**src/rtl/mem_ring_requester_if.sv**
```systemverilog
// Client-side request/response bundle for mem_ring_requester.
// master = local client (core/cache), slave = ring requester.
interface mem_ring_requester_if;
    logic         reqValid;
    logic         reqReady;
    logic         reqRead;
    logic [25:0]  reqAddr;
    logic [127:0] reqWData;
    logic         rdValid;
    logic [127:0] rdData;

    modport master (
        output reqValid, reqRead, reqAddr, reqWData,
        input  reqReady, rdValid, rdData
    );

    modport slave (
        input  reqValid, reqRead, reqAddr, reqWData,
        output reqReady, rdValid, rdData
    );
endinterface

```
**src/rtl/mem_ring_requester.sv**
```systemverilog
// Memory ring initiator: one line request at a time onto the ring, read lines reassembled from RDreturn.
// Optional read-return watchdog enabled by defining MRR_TIMEOUT_EN.
module mem_ring_requester #(
    parameter logic [3:0]  MY_ID           = 4'd1,
    parameter int unsigned MAX_OUTSTANDING = 4,
    parameter int unsigned TIMEOUT_CYCLES  = 4096
) (
    input  logic                        clock,
    input  logic                        reset,
    input  logic [31:0]                 RingIn,
    input  logic [3:0]                  SlotTypeIn,
    input  logic [3:0]                  SourceIn,
    output logic [31:0]                 RingOut,
    output logic [3:0]                  SlotTypeOut,
    output logic [3:0]                  SourceOut,
    input  logic [31:0]                 RDreturn,
    input  logic [3:0]                  RDdest,
    mem_ring_requester_if.slave         req_if,
    output logic                        protoErr,
    output logic                        rdTimeout
);

    localparam logic [1:0] S_IDLE   = 2'd0;
    localparam logic [1:0] S_PEND   = 2'd1;
    localparam logic [1:0] S_WDATA  = 2'd2;
    localparam logic [1:0] S_TOKOUT = 2'd3;

    localparam logic [3:0] SLOT_NULL      = 4'h0;
    localparam logic [3:0] SLOT_TOKEN     = 4'h1;
    localparam logic [3:0] SLOT_ADDRESS   = 4'h2;
    localparam logic [3:0] SLOT_WRITEDATA = 4'h3;

    localparam logic [3:0] MAX_OUT = 4'(MAX_OUTSTANDING);

    if (MY_ID == 4'd0 || MAX_OUTSTANDING < 1 || MAX_OUTSTANDING > 15 ||
        TIMEOUT_CYCLES < 1 || TIMEOUT_CYCLES > 65535) begin : g_param_check
        $error("mem_ring_requester: illegal parameter value");
    end

    logic [1:0]   state_q, state_d;
    logic         hold_read_q, hold_read_d;
    logic [25:0]  hold_addr_q, hold_addr_d;
    logic [127:0] hold_wdata_q, hold_wdata_d;
    logic [1:0]   wcnt_q, wcnt_d;
    logic [3:0]   outst_q, outst_d;
    logic [1:0]   rcnt_q, rcnt_d;
    logic [95:0]  rbuf_q, rbuf_d;
    logic         rd_valid_q, rd_valid_d;
    logic [127:0] rd_data_q, rd_data_d;
    logic         proto_err_q, proto_err_d;

    logic         rd_match;
    logic         issue_read;
    logic         line_done;
    logic [31:0]  addr_word;
    logic [31:0]  wword;

    assign rd_match  = (RDdest == MY_ID);
    assign addr_word = {3'b000, hold_read_q, 2'b00, hold_addr_q};

    always_comb begin
        case (wcnt_q)
            2'd0:    wword = hold_wdata_q[31:0];
            2'd1:    wword = hold_wdata_q[63:32];
            2'd2:    wword = hold_wdata_q[95:64];
            default: wword = hold_wdata_q[127:96];
        endcase
    end

    always_comb begin
        state_d      = state_q;
        hold_read_d  = hold_read_q;
        hold_addr_d  = hold_addr_q;
        hold_wdata_d = hold_wdata_q;
        wcnt_d       = wcnt_q;
        outst_d      = outst_q;
        rcnt_d       = rcnt_q;
        rbuf_d       = rbuf_q;
        rd_valid_d   = 1'b0;
        rd_data_d    = rd_data_q;
        proto_err_d  = proto_err_q;
        issue_read   = 1'b0;
        line_done    = 1'b0;
        SlotTypeOut  = SlotTypeIn;
        RingOut      = RingIn;
        SourceOut    = SourceIn;

        case (state_q)
            S_IDLE: begin
                if (req_if.reqValid) begin
                    hold_read_d  = req_if.reqRead;
                    hold_addr_d  = req_if.reqAddr;
                    hold_wdata_d = req_if.reqWData;
                    state_d      = S_PEND;
                end
            end
            S_PEND: begin
                // A read blocked by the outstanding limit lets the token pass untouched.
                if (SlotTypeIn == SLOT_TOKEN && (!hold_read_q || outst_q < MAX_OUT)) begin
                    SlotTypeOut = SLOT_ADDRESS;
                    RingOut     = addr_word;
                    SourceOut   = MY_ID;
                    issue_read  = hold_read_q;
                    wcnt_d      = 2'd0;
                    state_d     = hold_read_q ? S_TOKOUT : S_WDATA;
                end
            end
            S_WDATA: begin
                SlotTypeOut = SLOT_WRITEDATA;
                RingOut     = wword;
                SourceOut   = MY_ID;
                wcnt_d      = wcnt_q + 2'd1;
                if (wcnt_q == 2'd3) state_d = S_TOKOUT;
                if (SlotTypeIn != SLOT_NULL) proto_err_d = 1'b1;
            end
            default: begin
                SlotTypeOut = SLOT_TOKEN;
                RingOut     = '0;
                SourceOut   = '0;
                state_d     = S_IDLE;
                if (SlotTypeIn != SLOT_NULL) proto_err_d = 1'b1;
            end
        endcase

        if (rd_match) begin
            if (outst_q == 4'd0) begin
                proto_err_d = 1'b1;
            end else begin
                rcnt_d = rcnt_q + 2'd1;
                case (rcnt_q)
                    2'd0: rbuf_d[31:0]  = RDreturn;
                    2'd1: rbuf_d[63:32] = RDreturn;
                    2'd2: rbuf_d[95:64] = RDreturn;
                    default: begin
                        line_done  = 1'b1;
                        rd_valid_d = 1'b1;
                        rd_data_d  = {RDreturn, rbuf_q};
                    end
                endcase
            end
        end

        case ({issue_read, line_done})
            2'b10:   outst_d = outst_q + 4'd1;
            2'b01:   outst_d = outst_q - 4'd1;
            default: outst_d = outst_q;
        endcase

        if (reset) begin
            SlotTypeOut = SLOT_NULL;
            RingOut     = '0;
            SourceOut   = '0;
        end
    end

    always_ff @(posedge clock) begin
        if (reset) begin
            state_q      <= S_IDLE;
            hold_read_q  <= 1'b0;
            hold_addr_q  <= '0;
            hold_wdata_q <= '0;
            wcnt_q       <= '0;
            outst_q      <= '0;
            rcnt_q       <= '0;
            rbuf_q       <= '0;
            rd_valid_q   <= 1'b0;
            rd_data_q    <= '0;
            proto_err_q  <= 1'b0;
        end else begin
            state_q      <= state_d;
            hold_read_q  <= hold_read_d;
            hold_addr_q  <= hold_addr_d;
            hold_wdata_q <= hold_wdata_d;
            wcnt_q       <= wcnt_d;
            outst_q      <= outst_d;
            rcnt_q       <= rcnt_d;
            rbuf_q       <= rbuf_d;
            rd_valid_q   <= rd_valid_d;
            rd_data_q    <= rd_data_d;
            proto_err_q  <= proto_err_d;
        end
    end

    assign req_if.reqReady = (state_q == S_IDLE) && !reset;
    assign req_if.rdValid  = rd_valid_q;
    assign req_if.rdData   = rd_data_q;
    assign protoErr        = proto_err_q;

`ifdef MRR_TIMEOUT_EN
    localparam logic [15:0] TLIMIT = 16'(TIMEOUT_CYCLES);

    logic [15:0] wd_cnt_q, wd_cnt_d;
    logic        rd_timeout_q, rd_timeout_d;

    // Counter saturates at the limit so the flag cannot be missed by wrapping.
    always_comb begin
        wd_cnt_d     = wd_cnt_q;
        rd_timeout_d = rd_timeout_q;
        if (outst_q == 4'd0 || rd_match) begin
            wd_cnt_d = '0;
        end else if (wd_cnt_q != TLIMIT) begin
            wd_cnt_d = wd_cnt_q + 16'd1;
        end
        if (wd_cnt_d == TLIMIT) rd_timeout_d = 1'b1;
    end

    always_ff @(posedge clock) begin
        if (reset) begin
            wd_cnt_q     <= '0;
            rd_timeout_q <= 1'b0;
        end else begin
            wd_cnt_q     <= wd_cnt_d;
            rd_timeout_q <= rd_timeout_d;
        end
    end

    assign rdTimeout = rd_timeout_q;
`else
    assign rdTimeout = 1'b0;
`endif

endmodule

```
**src/flat_wrapper.sv**
```systemverilog
// flat-port wrapper written by rule: the top's interface ports become plain ports
module mem_ring_requester_flat 
#(
    parameter logic [3:0]  MY_ID           = 4'd1,
    parameter int unsigned MAX_OUTSTANDING = 4,
    parameter int unsigned TIMEOUT_CYCLES  = 4096
)
  (clock, reset, RingIn, SlotTypeIn, SourceIn, RingOut, SlotTypeOut, SourceOut, RDreturn, RDdest, protoErr, rdTimeout, req_if_reqValid, req_if_reqRead, req_if_reqAddr, req_if_reqWData, req_if_reqReady, req_if_rdValid, req_if_rdData);
  mem_ring_requester_if req_if_i ();
  input  logic clock;
  input  logic reset;
  input  logic [31:0] RingIn;
  input  logic [3:0] SlotTypeIn;
  input  logic [3:0] SourceIn;
  output logic [31:0] RingOut;
  output logic [3:0] SlotTypeOut;
  output logic [3:0] SourceOut;
  input  logic [31:0] RDreturn;
  input  logic [3:0] RDdest;
  output logic protoErr;
  output logic rdTimeout;
  input wire logic [$bits(req_if_i.reqValid)-1:0] req_if_reqValid;
  input wire logic [$bits(req_if_i.reqRead)-1:0] req_if_reqRead;
  input wire logic [$bits(req_if_i.reqAddr)-1:0] req_if_reqAddr;
  input wire logic [$bits(req_if_i.reqWData)-1:0] req_if_reqWData;
  output wire logic [$bits(req_if_i.reqReady)-1:0] req_if_reqReady;
  output wire logic [$bits(req_if_i.rdValid)-1:0] req_if_rdValid;
  output wire logic [$bits(req_if_i.rdData)-1:0] req_if_rdData;
  assign req_if_i.reqValid = req_if_reqValid;
  assign req_if_i.reqRead = req_if_reqRead;
  assign req_if_i.reqAddr = req_if_reqAddr;
  assign req_if_i.reqWData = req_if_reqWData;
  assign req_if_reqReady = req_if_i.reqReady;
  assign req_if_rdValid = req_if_i.rdValid;
  assign req_if_rdData = req_if_i.rdData;
  mem_ring_requester #(.MY_ID(MY_ID), .MAX_OUTSTANDING(MAX_OUTSTANDING), .TIMEOUT_CYCLES(TIMEOUT_CYCLES)) u_core (.clock(clock), .reset(reset), .RingIn(RingIn), .SlotTypeIn(SlotTypeIn), .SourceIn(SourceIn), .RingOut(RingOut), .SlotTypeOut(SlotTypeOut), .SourceOut(SourceOut), .RDreturn(RDreturn), .RDdest(RDdest), .req_if(req_if_i), .protoErr(protoErr), .rdTimeout(rdTimeout));
endmodule
```
**config.mk**
```make
export PLATFORM = sky130hd
export DESIGN_NAME = mem_ring_requester_flat
export DESIGN_NICKNAME = d
export VERILOG_FILES = /design/src/rtl/mem_ring_requester_if.sv /design/src/rtl/mem_ring_requester.sv /design/src/flat_wrapper.sv
export SDC_FILE = /design/constraint.sdc
export NUM_CORES = 1
export LEC_CHECK = 0
export ABC_AREA = 1
export BUFFER_PORTS_ARGS = -buffer_cell sky130_fd_sc_hd__buf_2
export CAP_MARGIN = 20
export CORE_MARGIN = 2
export CORE_UTILIZATION = 48
export CTS_BUF_LIST = sky130_fd_sc_hd__clkbuf_16
export CTS_CLUSTER_SIZE = 8
export DETAILED_ROUTE_END_ITERATION = 7
export PLACE_DENSITY = 0.76
export SLEW_MARGIN = 30
export SYNTH_ARGS = -nofsm -noshare
export SYNTH_HDL_FRONTEND = slang
export SYNTH_SLANG_ARGS = --single-unit
export TNS_END_PERCENT = 1
```
**constraint.sdc**
```tcl
create_clock -name clock -period 2.05 [get_ports clock]
set_clock_uncertainty 0.05 [all_clocks]
set_input_delay 0.1025 -clock clock [delete_from_list [all_inputs] [get_ports clock]]
set_output_delay 0.1025 -clock clock [all_outputs]
set_load 0.01 [all_outputs]
```
==> qor.txt <==
GRT
--------------------------------------------------------------------------------------
Number of global-route vias before repair ...............................        17750
Pin count of the biggest net entering global routing ....................          130
Busiest layer in global routing .........................................         met2
Met1 usage ..............................................................       36.90%
Global router's overall resource usage ..................................       33.38%
Number of antenna violations at the first check in global routing .......            8
Met3 track utilization from global routing ..............................       10.11%
Sum of overflow across all layers after global routing ..................            0
GRT met2 Usage ..........................................................       56.10%
First-pass GRT wire length ..............................................     93900 µm

SETUP PATH
--------------------------------------------------------------------------------------
CP Cell Sequence ........................................................ buf_4 -> ha_4 -> buf_6 -> bufbuf_16 -> nand4_1 -> nand2_1 -> inv_1 -> a21oi_2 -> buf_2
CP required .............................................................      1.90 ns
Critical Path Source Type ...............................................     register
Library cell contributing the largest single delay on the critical path . sky130_fd_sc_hd__dfxtp_2
Delay contributed by the slowest stage of the critical path .............      0.33 ns
Max FO, Critical Path ...................................................           16
Data arrival time at the worst-slack endpoint ...........................      2.24 ns
Flop-to-flop setup slack ................................................     -0.17 ns
Critical setup path kind ................................................ register to primary output
Capture instance of the worst register-to-register path ................. u_core.outst_q[2]
Logic depth of the worst register-to-register path ......................           11
Type of destination of the critical path ................................ primary output
Reg2Reg Launch Point .................................................... u_core.state_q[0]

SYNTH
--------------------------------------------------------------------------------------
Adder-cell share of the synthesized area ................................       1.284%
Sequential cell area fraction in the yosys report .......................       48.38%
Compound-cell area share of the yosys netlist ...........................       10.81%
Most frequently used cell type in the post-synthesis netlist ............ sky130_fd_sc_hd__nor2_1
Multiplexer share of the synthesized area ...............................           0%
Most area-consuming cells after synthesis ............................... sky130_fd_sc_hd__dfxtp_1 48%, sky130_fd_sc_hd__nor2_1 19%, sky130_fd_sc_hd__nand2_1 9.3%
Combinational family with the most area after synthesis ................. simple AND/OR/NAND/NOR gates
Cell type with the largest total area after synthesis ................... sky130_fd_sc_hd__dfxtp_1
Xor and xnor area share after synthesis .................................      0.1083%
Number of instances in the synthesized netlist ..........................         2312
Simple logic cell fraction of the synthesized area ......................       31.81%
Area share of the largest cell type after synthesis .....................       48.38%
Post-synthesis instance area ............................................    16180 µm²
Distinct cell type count of the synthesized netlist .....................           34
Post-synthesis net count ................................................         2562
Commonest cells post-synth .............................................. 824 x sky130_fd_sc_hd__nor2_1, 400 x sky130_fd_sc_hd__nand2_1, 391 x sky130_fd_sc_hd__dfxtp_1
Most instantiated flip-flop cell in the synthesis netlist ............... sky130_fd_sc_hd__dfxtp_1
Asr flop ratio synth ....................................................           0%
Number of storage elements in the synthesis netlist .....................          391
Number of flops mapped to enable cells by yosys .........................            0
Count of synthesis-stage warnings from yosys ............................            0
Avg Synthesized Cell Area ...............................................    6.997 µm²

ROUTE
--------------------------------------------------------------------------------------
Number of routed nets with antenna violations ...........................            0
Total vias in the final route ...........................................        18310
Detailed router's first-iteration violation count .......................         1880
Routed wire length per instance .........................................     18.65 µm
Drt first pass iters ....................................................            8
Residual DRC count ......................................................            0
Per-cell via count in the routed design .................................        5.467
Post-Route WL ...........................................................     62470 µm

CTS
--------------------------------------------------------------------------------------
Bufs on Longest Clock Path ..............................................            3
TritonCTS Sinks .........................................................          391
Worst-Skew Late Latency .................................................      0.57 ns
Number of clock buffers inserted by TritonCTS ...........................           54
Clock tree from TritonCTS ...............................................         done
Library cell used as clock root buffer .................................. sky130_fd_sc_hd__clkbuf_16
Deepest level of the CTS H-tree .........................................            2
Clock slew at the register clock pins of the worst setup and hold paths .      0.06 ns

STA
--------------------------------------------------------------------------------------
Count of final max-slew check failures ..................................            0
Min setup slack post-route ..............................................   -0.3442 ns
Hold Slack ..............................................................   0.04245 ns
Least-Margin Pin Slew ...................................................    0.6310 ns
Max Clock Freq ..........................................................    417.7 MHz
Setup TNS Final .........................................................    -8.116 ns
Final setup violation count .............................................           43
Crit share post-route ...................................................       116.8%
Setup repair after global routing missed its margin .....................          yes
Relative max-transition margin ..........................................       57.93%
Final min period ........................................................     2.394 ns
Final hold violation count ..............................................            0

FLOORPLANNING
--------------------------------------------------------------------------------------
Initial standard-cell utilization of the core ...........................       48.49%
Area inside the core boundary ...........................................    33360 µm²
Die Outline Area ........................................................    35190 µm²
Overall die height ......................................................     187.6 µm
Standard-cell rows ......................................................           67
Number of I/O pins ......................................................          406
Width of the die ........................................................     187.6 µm

PLACED DESIGN
--------------------------------------------------------------------------------------
Gp weighted congestion ..................................................       0.9194
Count of input and output buffers .......................................          404
Detailed placement HPWL .................................................     35170 µm

POWER
--------------------------------------------------------------------------------------
Pwr Total ...............................................................     24.41 mW
Leakage .................................................................     10.57 nW
Total power density per cell area .......................................  1059 nW/µm²
IR Drop Worst-Case VDD ..................................................    0.8435 mV

FINISH
--------------------------------------------------------------------------------------
Proportion of layout cells with a drive suffix above 1 ..................       22.63%
Synthesis-to-layout area growth .........................................       42.51%
Seq. cell area ..........................................................     7846 µm²
Net count of the finished layout ........................................         3142
Number of fill cells in the layout ......................................         2546
Final core occ ..........................................................       69.10%
Footprint of the multi-input gates ......................................     7511 µm²

HOLD PATH
--------------------------------------------------------------------------------------
Worst min-delay path startpoint .........................................    RDdest[2]
Type of the most critical hold path ..................................... input pin to register
Cell depth of the worst hold path .......................................            5
Terminating pin of the worst hold path .................................. u_core.protoErr

RUN STATUS
--------------------------------------------------------------------------------------
Violated checks ......................................................... negative setup slack
Result of the run ....................................................... finished, violations left

JOB
--------------------------------------------------------------------------------------
Max cap viols ...........................................................            0

## routing by layer
layer | vias to the layer above | part of all wire, % | wire, µm
met4 | 2 | 7.4 | 4610
met2 | 1251 | 46 | 28780
met3 | 354 | 12 | 7471
li1 | 8399 | - | -
met5 | - | 0.018 | 11
met1 | 8307 | 35 | 21600
## through the flow
step	area, µm²	instances	setup slack (ns)
2_1_floorplan	16180	2312	0.005128
3_3_place_gp	18530	3052	0.002172
3_5_place_dp	18530	3052	-0.03986
4_1_cts	22800	3333	-0.2003
5_1_grt	23050	3349	-0.3827
6_report	23060	3350	-0.3442
## worst max-delay path: cells and delay by family, from the launching register on
kind / cells / cell delay [ns]
DFF: 1 / 0.33
AOI/OAI and AO/OA: 1 / 0.21
and+or+nand+nor: 2 / 0.21
adders and majority gates: 1 / 0.15
buffers and inverters: 5 / 0.78
## layout make-up
type	count	share of cell area, %
tap	448	2.431
clock inverter	4	0.2713
inverter	91	1.650
timing repair buffer	684	23.09
sequential	391	34.03
clock buffer	54	5.861
multi-input combinational	1670	32.58
antenna	8	0.08683
## worst max path at each step
stage                      start                end  slack, ns  depth (start not counted)
3_3_place_gp   u_core.state_q[1]  u_core.outst_q[3]      0.002                         12
3_5_place_dp   u_core.state_q[1]  u_core.outst_q[3]      -0.04                         12
4_1_cts        u_core.outst_q[2]        RingOut[27]      -0.20                         12
2_1_floorplan  u_core.outst_q[3]  u_core.outst_q[3]      0.005                         13
6_report       u_core.state_q[0]        RingOut[11]      -0.34                          9
5_1_grt        u_core.state_q[0]        RingOut[11]      -0.38                          9
## flip-flops by register name, summed over array words and instances (netlist names)
name	cells
u_core.rbuf_q	96
u_core.req_if.rdValid	1
u_core.hold_addr_q	26
u_core.rcnt_q	2
u_core.hold_wdata_q	128
u_core.hold_read_q	1
u_core.wcnt_q	2
u_core.protoErr	1
u_core.state_q	2
u_core.req_if.rdData	128
u_core.outst_q	4
## placed cells by master, fill, tap and decap left out, drive strengths merged, types with 2 or more instances in the layout
cell type,synthesis,layout
a21oi,46,46
a31oi,3,3
buf,76,489
clkbuf,84,57
clkinv,2,2
dfxtp,391,391
diode,0,8
dlygate4sd3,0,191
ha,15,15
inv,89,93
nand2,402,402
nand3,16,16
nand4,53,53
nor2,829,829
nor3,3,3
o211ai,5,5
o21ai,291,291
## power breakdown
part,leakage (nW),switching [mW],internal [mW]
Clock,0.697,3.18,4.62
Combinational,6.68,4.42,3.20
Sequential,3.19,0.522,8.47
## logic make-up (layout without fill, tap and decap cells)
group / after synthesis / after routing
DFF: 391 / 391
buffers and inverters: 251 / 833
other: 1 / 9
adders and majority gates: 16 / 16
xor gates and xnor gates: 2 / 2
and+or+nand+nor: 1305 / 1305
AOI/OAI and AO/OA: 346 / 346
## repair_timing
action | 4_1_cts | 5_1_grt
gates cloned | 14 | 3
hold buffers | 191 | 0
setup endpoints to repair | 42 | 44
resized for setup | 113 | 39
pin swaps | 16 | 11
endpoints found under the hold margin | 290 | 0
setup buffers | 18 | 6
Power figures use the tool's default switching activity.
